[config.mk]
export PLATFORM = sky130hd
export DESIGN_NAME = apb_master_arb
export DESIGN_NICKNAME = d
export VERILOG_FILES = /design/src/rtl/apb_pkg.sv /design/src/rtl/apb_rr_arbiter.sv /design/src/rtl/apb_master_arb.sv
export SDC_FILE = /design/constraint.sdc
export NUM_CORES = 1
export LEC_CHECK = 0
export BUFFER_PORTS_ARGS = -buffer_cell sky130_fd_sc_hd__clkbuf_2
export CORE_MARGIN = 2
export CORE_UTILIZATION = 47
export DETAILED_ROUTE_END_ITERATION = 16
export PLACE_DENSITY = 0.81
export SLEW_MARGIN = 15
export SYNTH_ARGS = -nofsm -noshare
export SYNTH_HDL_FRONTEND = slang
export SYNTH_SLANG_ARGS = --single-unit
export TNS_END_PERCENT = 100
[constraint.sdc]
create_clock -name PCLK -period 1.9 [get_ports PCLK]
set_input_delay 0.19 -clock PCLK [delete_from_list [all_inputs] [get_ports PCLK]]
set_output_delay 0.19 -clock PCLK [all_outputs]
set_load 0.01 [all_outputs]
[src/rtl/apb_pkg.sv]
// Shared definitions for the arbitrated APB master.
// Contents: APB address/data widths, default wait-state timeout, FSM state enum.
package apb_pkg;

    localparam int unsigned ApbAddrW       = 32;
    localparam int unsigned ApbDataW       = 32;
    localparam int unsigned DefaultTimeout = 16;

    typedef enum logic [1:0] {
        StIdle   = 2'd0,
        StSetup  = 2'd1,
        StAccess = 2'd2
    } apb_state_e;

endpackage

[src/rtl/apb_rr_arbiter.sv]
// Round-robin arbiter: picks the first asserted request at or after the pointer,
// wrapping around; the grant is one-hot or all zero.
// Ports:
//   req_i  [NREQ-1:0]  request vector
//   ptr_i  [IdxW-1:0]  index of the highest-priority requester
//   gnt_o  [NREQ-1:0]  one-hot grant
module apb_rr_arbiter #(
    parameter int unsigned NREQ = 2,
    parameter int unsigned IdxW = (NREQ > 1) ? $clog2(NREQ) : 1
) (
    input  logic [NREQ-1:0] req_i,
    input  logic [IdxW-1:0] ptr_i,
    output logic [NREQ-1:0] gnt_o
);

    int          idx;
    logic [IdxW-1:0] sel;
    logic        found;

    always_comb begin
        gnt_o = '0;
        found = 1'b0;
        idx   = 0;
        sel   = '0;
        for (int k = 0; k < int'(NREQ); k++) begin
            idx = int'(ptr_i) + k;
            if (idx >= int'(NREQ)) begin
                idx = idx - int'(NREQ);
            end
            sel = IdxW'(idx);
            if (!found && req_i[sel]) begin
                gnt_o[sel] = 1'b1;
                found      = 1'b1;
            end
        end
    end

endmodule

[src/rtl/apb_master_arb.sv]
// APB master shared by NREQ requesters through a round-robin arbiter.
// A requester is accepted in IDLE (valid & ready), its command is latched, the
// APB SETUP/ACCESS phases run, and a one-cycle rsp_valid pulse returns to the owner.
// Ports:
//   PCLK, PRESETn                     clock, async active-low reset
//   req_valid/req_ready [NREQ]        request handshake (ready is one-hot)
//   req_write [NREQ], req_addr/req_wdata [NREQ*32]  packed requester commands
//   rsp_valid [NREQ], rsp_rdata [32], rsp_err       completion to owner
//   PSELx, PENABLE, PWRITE, PADDR, PWDATA           APB master outputs
//   PRDATA, PREADY, PSLVERR                         APB slave responses
module apb_master_arb
    import apb_pkg::*;
#(
    parameter int unsigned NREQ    = 2,
    parameter int unsigned TIMEOUT = DefaultTimeout
) (
    input  logic                     PCLK,
    input  logic                     PRESETn,
    input  logic [NREQ-1:0]          req_valid,
    output logic [NREQ-1:0]          req_ready,
    input  logic [NREQ-1:0]          req_write,
    input  logic [NREQ*ApbAddrW-1:0] req_addr,
    input  logic [NREQ*ApbDataW-1:0] req_wdata,
    output logic [NREQ-1:0]          rsp_valid,
    output logic [ApbDataW-1:0]      rsp_rdata,
    output logic                     rsp_err,
    output logic                     PSELx,
    output logic                     PENABLE,
    output logic                     PWRITE,
    output logic [ApbAddrW-1:0]      PADDR,
    output logic [ApbDataW-1:0]      PWDATA,
    input  logic [ApbDataW-1:0]      PRDATA,
    input  logic                     PREADY,
    input  logic                     PSLVERR
);

    localparam int unsigned IdxW = (NREQ > 1) ? $clog2(NREQ) : 1;
    localparam int unsigned CntW = $clog2(TIMEOUT + 1);

    apb_state_e            state_q, state_d;
    logic [IdxW-1:0]       ptr_q, ptr_d;
    logic [IdxW-1:0]       owner_q, owner_d;
    logic                  write_q, write_d;
    logic [ApbAddrW-1:0]   addr_q, addr_d;
    logic [ApbDataW-1:0]   wdata_q, wdata_d;
    logic [CntW-1:0]       wait_q, wait_d;
    logic [NREQ-1:0]       rsp_valid_q, rsp_valid_d;
    logic [ApbDataW-1:0]   rsp_rdata_q, rsp_rdata_d;
    logic                  rsp_err_q, rsp_err_d;
    // Holds off grants until the first clock after reset so req_ready is 0 in reset.
    logic                  en_q;

    logic [NREQ-1:0]       grant;
    logic [IdxW-1:0]       gnt_idx;
    logic                  accept;
    logic [ApbAddrW-1:0]   addr_arr  [NREQ];
    logic [ApbDataW-1:0]   wdata_arr [NREQ];

    apb_rr_arbiter #(
        .NREQ (NREQ),
        .IdxW (IdxW)
    ) u_arb (
        .req_i (req_valid),
        .ptr_i (ptr_q),
        .gnt_o (grant)
    );

    always_comb begin
        for (int i = 0; i < int'(NREQ); i++) begin
            addr_arr[i]  = req_addr[i*ApbAddrW +: ApbAddrW];
            wdata_arr[i] = req_wdata[i*ApbDataW +: ApbDataW];
        end
    end

    always_comb begin
        gnt_idx = '0;
        for (int i = 0; i < int'(NREQ); i++) begin
            if (grant[i]) begin
                gnt_idx = IdxW'(i);
            end
        end
    end

    assign req_ready = (state_q == StIdle && en_q) ? grant : '0;
    assign accept    = |req_ready;

    always_comb begin
        state_d     = state_q;
        ptr_d       = ptr_q;
        owner_d     = owner_q;
        write_d     = write_q;
        addr_d      = addr_q;
        wdata_d     = wdata_q;
        wait_d      = wait_q;
        rsp_valid_d = '0;
        rsp_rdata_d = '0;
        rsp_err_d   = 1'b0;
        unique case (state_q)
            StIdle: begin
                wait_d = '0;
                if (accept) begin
                    state_d = StSetup;
                    owner_d = gnt_idx;
                    write_d = req_write[gnt_idx];
                    addr_d  = addr_arr[gnt_idx];
                    wdata_d = req_write[gnt_idx] ? wdata_arr[gnt_idx] : '0;
                    if (32'(gnt_idx) == NREQ - 1) begin
                        ptr_d = '0;
                    end else begin
                        ptr_d = gnt_idx + 1'b1;
                    end
                end
            end
            StSetup: begin
                state_d = StAccess;
                wait_d  = '0;
            end
            StAccess: begin
                if (PREADY) begin
                    state_d              = StIdle;
                    wait_d               = '0;
                    rsp_valid_d[owner_q] = 1'b1;
                    rsp_rdata_d          = write_q ? '0 : PRDATA;
                    rsp_err_d            = PSLVERR;
                end else if (wait_q == CntW'(TIMEOUT - 1)) begin
                    // This ACCESS cycle is the TIMEOUT-th wait state.
                    state_d              = StIdle;
                    wait_d               = '0;
                    rsp_valid_d[owner_q] = 1'b1;
                    rsp_err_d            = 1'b1;
                end else begin
                    wait_d = wait_q + 1'b1;
                end
            end
            default: begin
                state_d = StIdle;
            end
        endcase
    end

    always_ff @(posedge PCLK or negedge PRESETn) begin
        if (!PRESETn) begin
            state_q     <= StIdle;
            ptr_q       <= '0;
            owner_q     <= '0;
            write_q     <= 1'b0;
            addr_q      <= '0;
            wdata_q     <= '0;
            wait_q      <= '0;
            rsp_valid_q <= '0;
            rsp_rdata_q <= '0;
            rsp_err_q   <= 1'b0;
            en_q        <= 1'b0;
        end else begin
            state_q     <= state_d;
            ptr_q       <= ptr_d;
            owner_q     <= owner_d;
            write_q     <= write_d;
            addr_q      <= addr_d;
            wdata_q     <= wdata_d;
            wait_q      <= wait_d;
            rsp_valid_q <= rsp_valid_d;
            rsp_rdata_q <= rsp_rdata_d;
            rsp_err_q   <= rsp_err_d;
            en_q        <= 1'b1;
        end
    end

    assign PSELx     = (state_q != StIdle);
    assign PENABLE   = (state_q == StAccess);
    assign PWRITE    = PSELx ? write_q : 1'b0;
    assign PADDR     = PSELx ? addr_q : '0;
    assign PWDATA    = PSELx ? wdata_q : '0;
    assign rsp_valid = rsp_valid_q;
    assign rsp_rdata = rsp_rdata_q;
    assign rsp_err   = rsp_err_q;

endmodule

==> flow_summary.toml <==
[finish]
final_cell_mix = "270 x clkbuf_2, 108 x dfrtp_1, 98 x and2_1, 67 x a21oi_1"
area_growth_pct = 31.5
fin_nets = 992
drive_above_1_share = 0.391
final_cells = 975
final_common_cell = "clkbuf_2"
multi_input_area_mm2 = 0.00258
fill_cells = 1013
n_antenna_cell = 0
seq_area_mm2 = 0.00276

[timing]
setup-violations-final = 0
fmax_mhz = 544
hold_viol_final = 0
rsz0062_at_grt = "true"
fin_crit_ns = 1.84
finalCritPeriodShare = 0.968
tightest_slew_ns = 0.693
fin_skew_ns = 0.00426
holdWs_ns = 0.0508
slew_headroom = 0.538
maxSlewViolCount = 0
setup_ws_ns = 0.0616

[setup_path]
worst_ep_required_time_ns = 1.71
critPathKind = "flip-flop to output port"
path_max_fanout = 35
critPathCaptureType = "output port"
cp-startpoint = "state_q[1]$_DFFE_PN0P_"
crit_path_start_kind = "flip-flop"
crit_arrival_ns = 1.65
r2r_start = "wait_q[0]$_DFFE_PN0P_"

[floorplan]
die-area_mm2 = 0.0130
core_region_area_mm2 = 0.0119
start_util = 0.479
ios = 272
chipWidth_um = 114
num_rows = 40
fp.dieH_um = 114

[grt]
antenna_found_initial = 0
track_usage = 0.270
grt_pass1_wl_um = 27900
grt_pass1_vias = 5519
grt.overflow.total = 0
grt_max_degree = 111

[routing]
detail-route-antenna-nets = 0
drt-vias-per-instance = 5.90
drtIter0Drc = 644
firstDrtPassIters = 5
wl_per_cell_um = 18.7
drc = 0
wirelength_um = 18200
num_vias = 5750

[clock_tree]
ctsRootBufferMaster = "clkbuf_16"
cts_buffers = 9
htreeDepth = 3
cts.path.max_buffers = 2
cts_tree = "yes"
clock-sinks = 110
clkSlewWorstSetupHoldPaths_ns = 0.07
clkLatencyLatePin_ns = 0.34

[place]
routabilityCongestion = 0.827
place_ws_ns = 0.326
dp_cells = 952
io_buffer_count = 271
dp.final_hpwl_um = 12100

[yosys]
synth-xor-area-share = 0
synth_cell_types = 37
synth_top_family_by_area = "compound AO/OA/AOI/OAI gates"
synth_compound_area_frac = 0.305
syn-instance-count = 590
syn_area_per_cell_um2 = 9.67
ys_ff_latch = 110
yosys.area_share.simple = 0.139
yosysWarnings = 0
ys_seq_area_frac = 0.482
synth_mux_area_frac = 0.00175
synthAdderAreaFrac = 0.00219
syn_area_mm2 = 0.00571
synth_nets = 759

[worst_hold_path]
min_path_type = "input port to flip-flop"
worstHoldStart = "PRDATA[6]"

[run_status]
status = "completed"

[power]
peakVddDrop_mv = 0.611
powerDensity_mw_per_mm2 = 1180
finalPower_mw = 8.85
leakage_nw = 3.55

[run]
cap_violations = 0
## logic make-up (layout without fill, tap and decap cells)
group	Yosys count	count (layout)
buffers and inverters	80	318
other	1	1
muxes	1	1
and+or+nand+nor	126	126
AOI/OAI and AO/OA	271	271
adders and majority gates	1	1
DFF	110	110
## critical path: stages, from the launching register on
cell	delay, ns
dfrtp_2	0.46
or2_2	0.33
buf_6	0.19
and2_1	0.19
clkbuf_2	0.13
## registers in the layout (all words and copies together), names as in the netlist
| register | flops |
|---|---|
| state_q | 2 |
| owner_q | 1 |
| wdata_q | 32 |
| ptr_q | 1 |
| rsp_err | 1 |
| wait_q | 5 |
| addr_q | 32 |
| en_q | 1 |
| rsp_rdata | 32 |
| write_q | 1 |
| rsp_valid | 2 |
## synth_stat cells, drive strengths merged
cell type  instances  area, µm²
nand3              3       15.0
a22o               1       8.76
nand2              5       18.8
mux2i              1       10.0
or4b               1       10.0
or4                2       15.0
and2              99        622
nor2               2       7.51
buf               34        213
o21bai             1       7.51
o211a              1       10.0
nor2b              2       12.5
nor3b              4       40.0
and3               2       12.5
ha                 1       12.5
o21ai             34        170
clkbuf            43        165
and4b              1       10.0
o211ai            66        495
a21boi             3       22.5
or2                3       18.8
a21oi             67        335
nand2b             2       12.5
dfrtp            110       2750
o2111ai           32        280
conb               1       3.75
inv                3       11.3
a31oi             66        413
## metrics by stage
step / utilization / instance area [µm²] / TNS [ns]
floorplan: - / 5710 / 0
global placement: 0.598 / 7120 / 0
detailed placement: 0.598 / 7120 / 0
CTS: 0.624 / 7430 / -0.225
global route: 0.630 / 7500 / -0.0288
finish: 0.630 / 7500 / 0
## report_power, final
part           total [mW]  internal, mW  switching, mW
combinational        3.47          1.50           1.98
clock                1.87          1.04          0.835
sequential           3.50          3.05          0.457
total                8.85          5.58           3.27
## cell type report
| cell class | instances | area share |
|---|---|---|
| Sequential cell | 110 | 0.367 |
| Clock inverter | 2 | 0.00183 |
| Clock buffer | 14 | 0.0379 |
| Tap cell | 147 | 0.0245 |
| Inverter | 3 | 0.00150 |
| Timing Repair Buffer | 299 | 0.223 |
| Multi-Input combinational cell | 400 | 0.344 |
## layer usage
metal	up-vias	GRT usage	wire length [µm]
li1	2664	-	-
met1	2731	0.349	7300
met2	323	0.442	8700
met3	32	0.0566	1710
met4	0	0.111	478
met5	-	0	0
## worst paths after layout
check / end / slack [ns] / cells after the start
max in group asynchronous: ptr_q$_DFFE_PN0P_ / 0.94 / 3
worst min-delay path: rsp_rdata[6]$_DFF_PN0_ / 0.05 / 2
worst min register to register: wait_q[4]$_DFFE_PN0P_ / 0.51 / 1
min in group asynchronous: rsp_rdata[11]$_DFF_PN0_ / 0.46 / 3
worst max-delay path: PWDATA[4] / 0.06 / 4
worst max register to register: wait_q[1]$_DFFE_PN0P_ / 0.31 / 4
## what timing repair did
action | 4_1_cts | 5_1_grt
cloned | 0 | 1
pin swaps | 0 | 1
endpoints found under the hold margin | 110 | 0
endpoints found under the setup margin | 66 | 66
gates resized for setup | 1 | 3
hold buffers | 1 | 0
setup buffers | 0 | 5
Power figures use the tool's default switching activity.
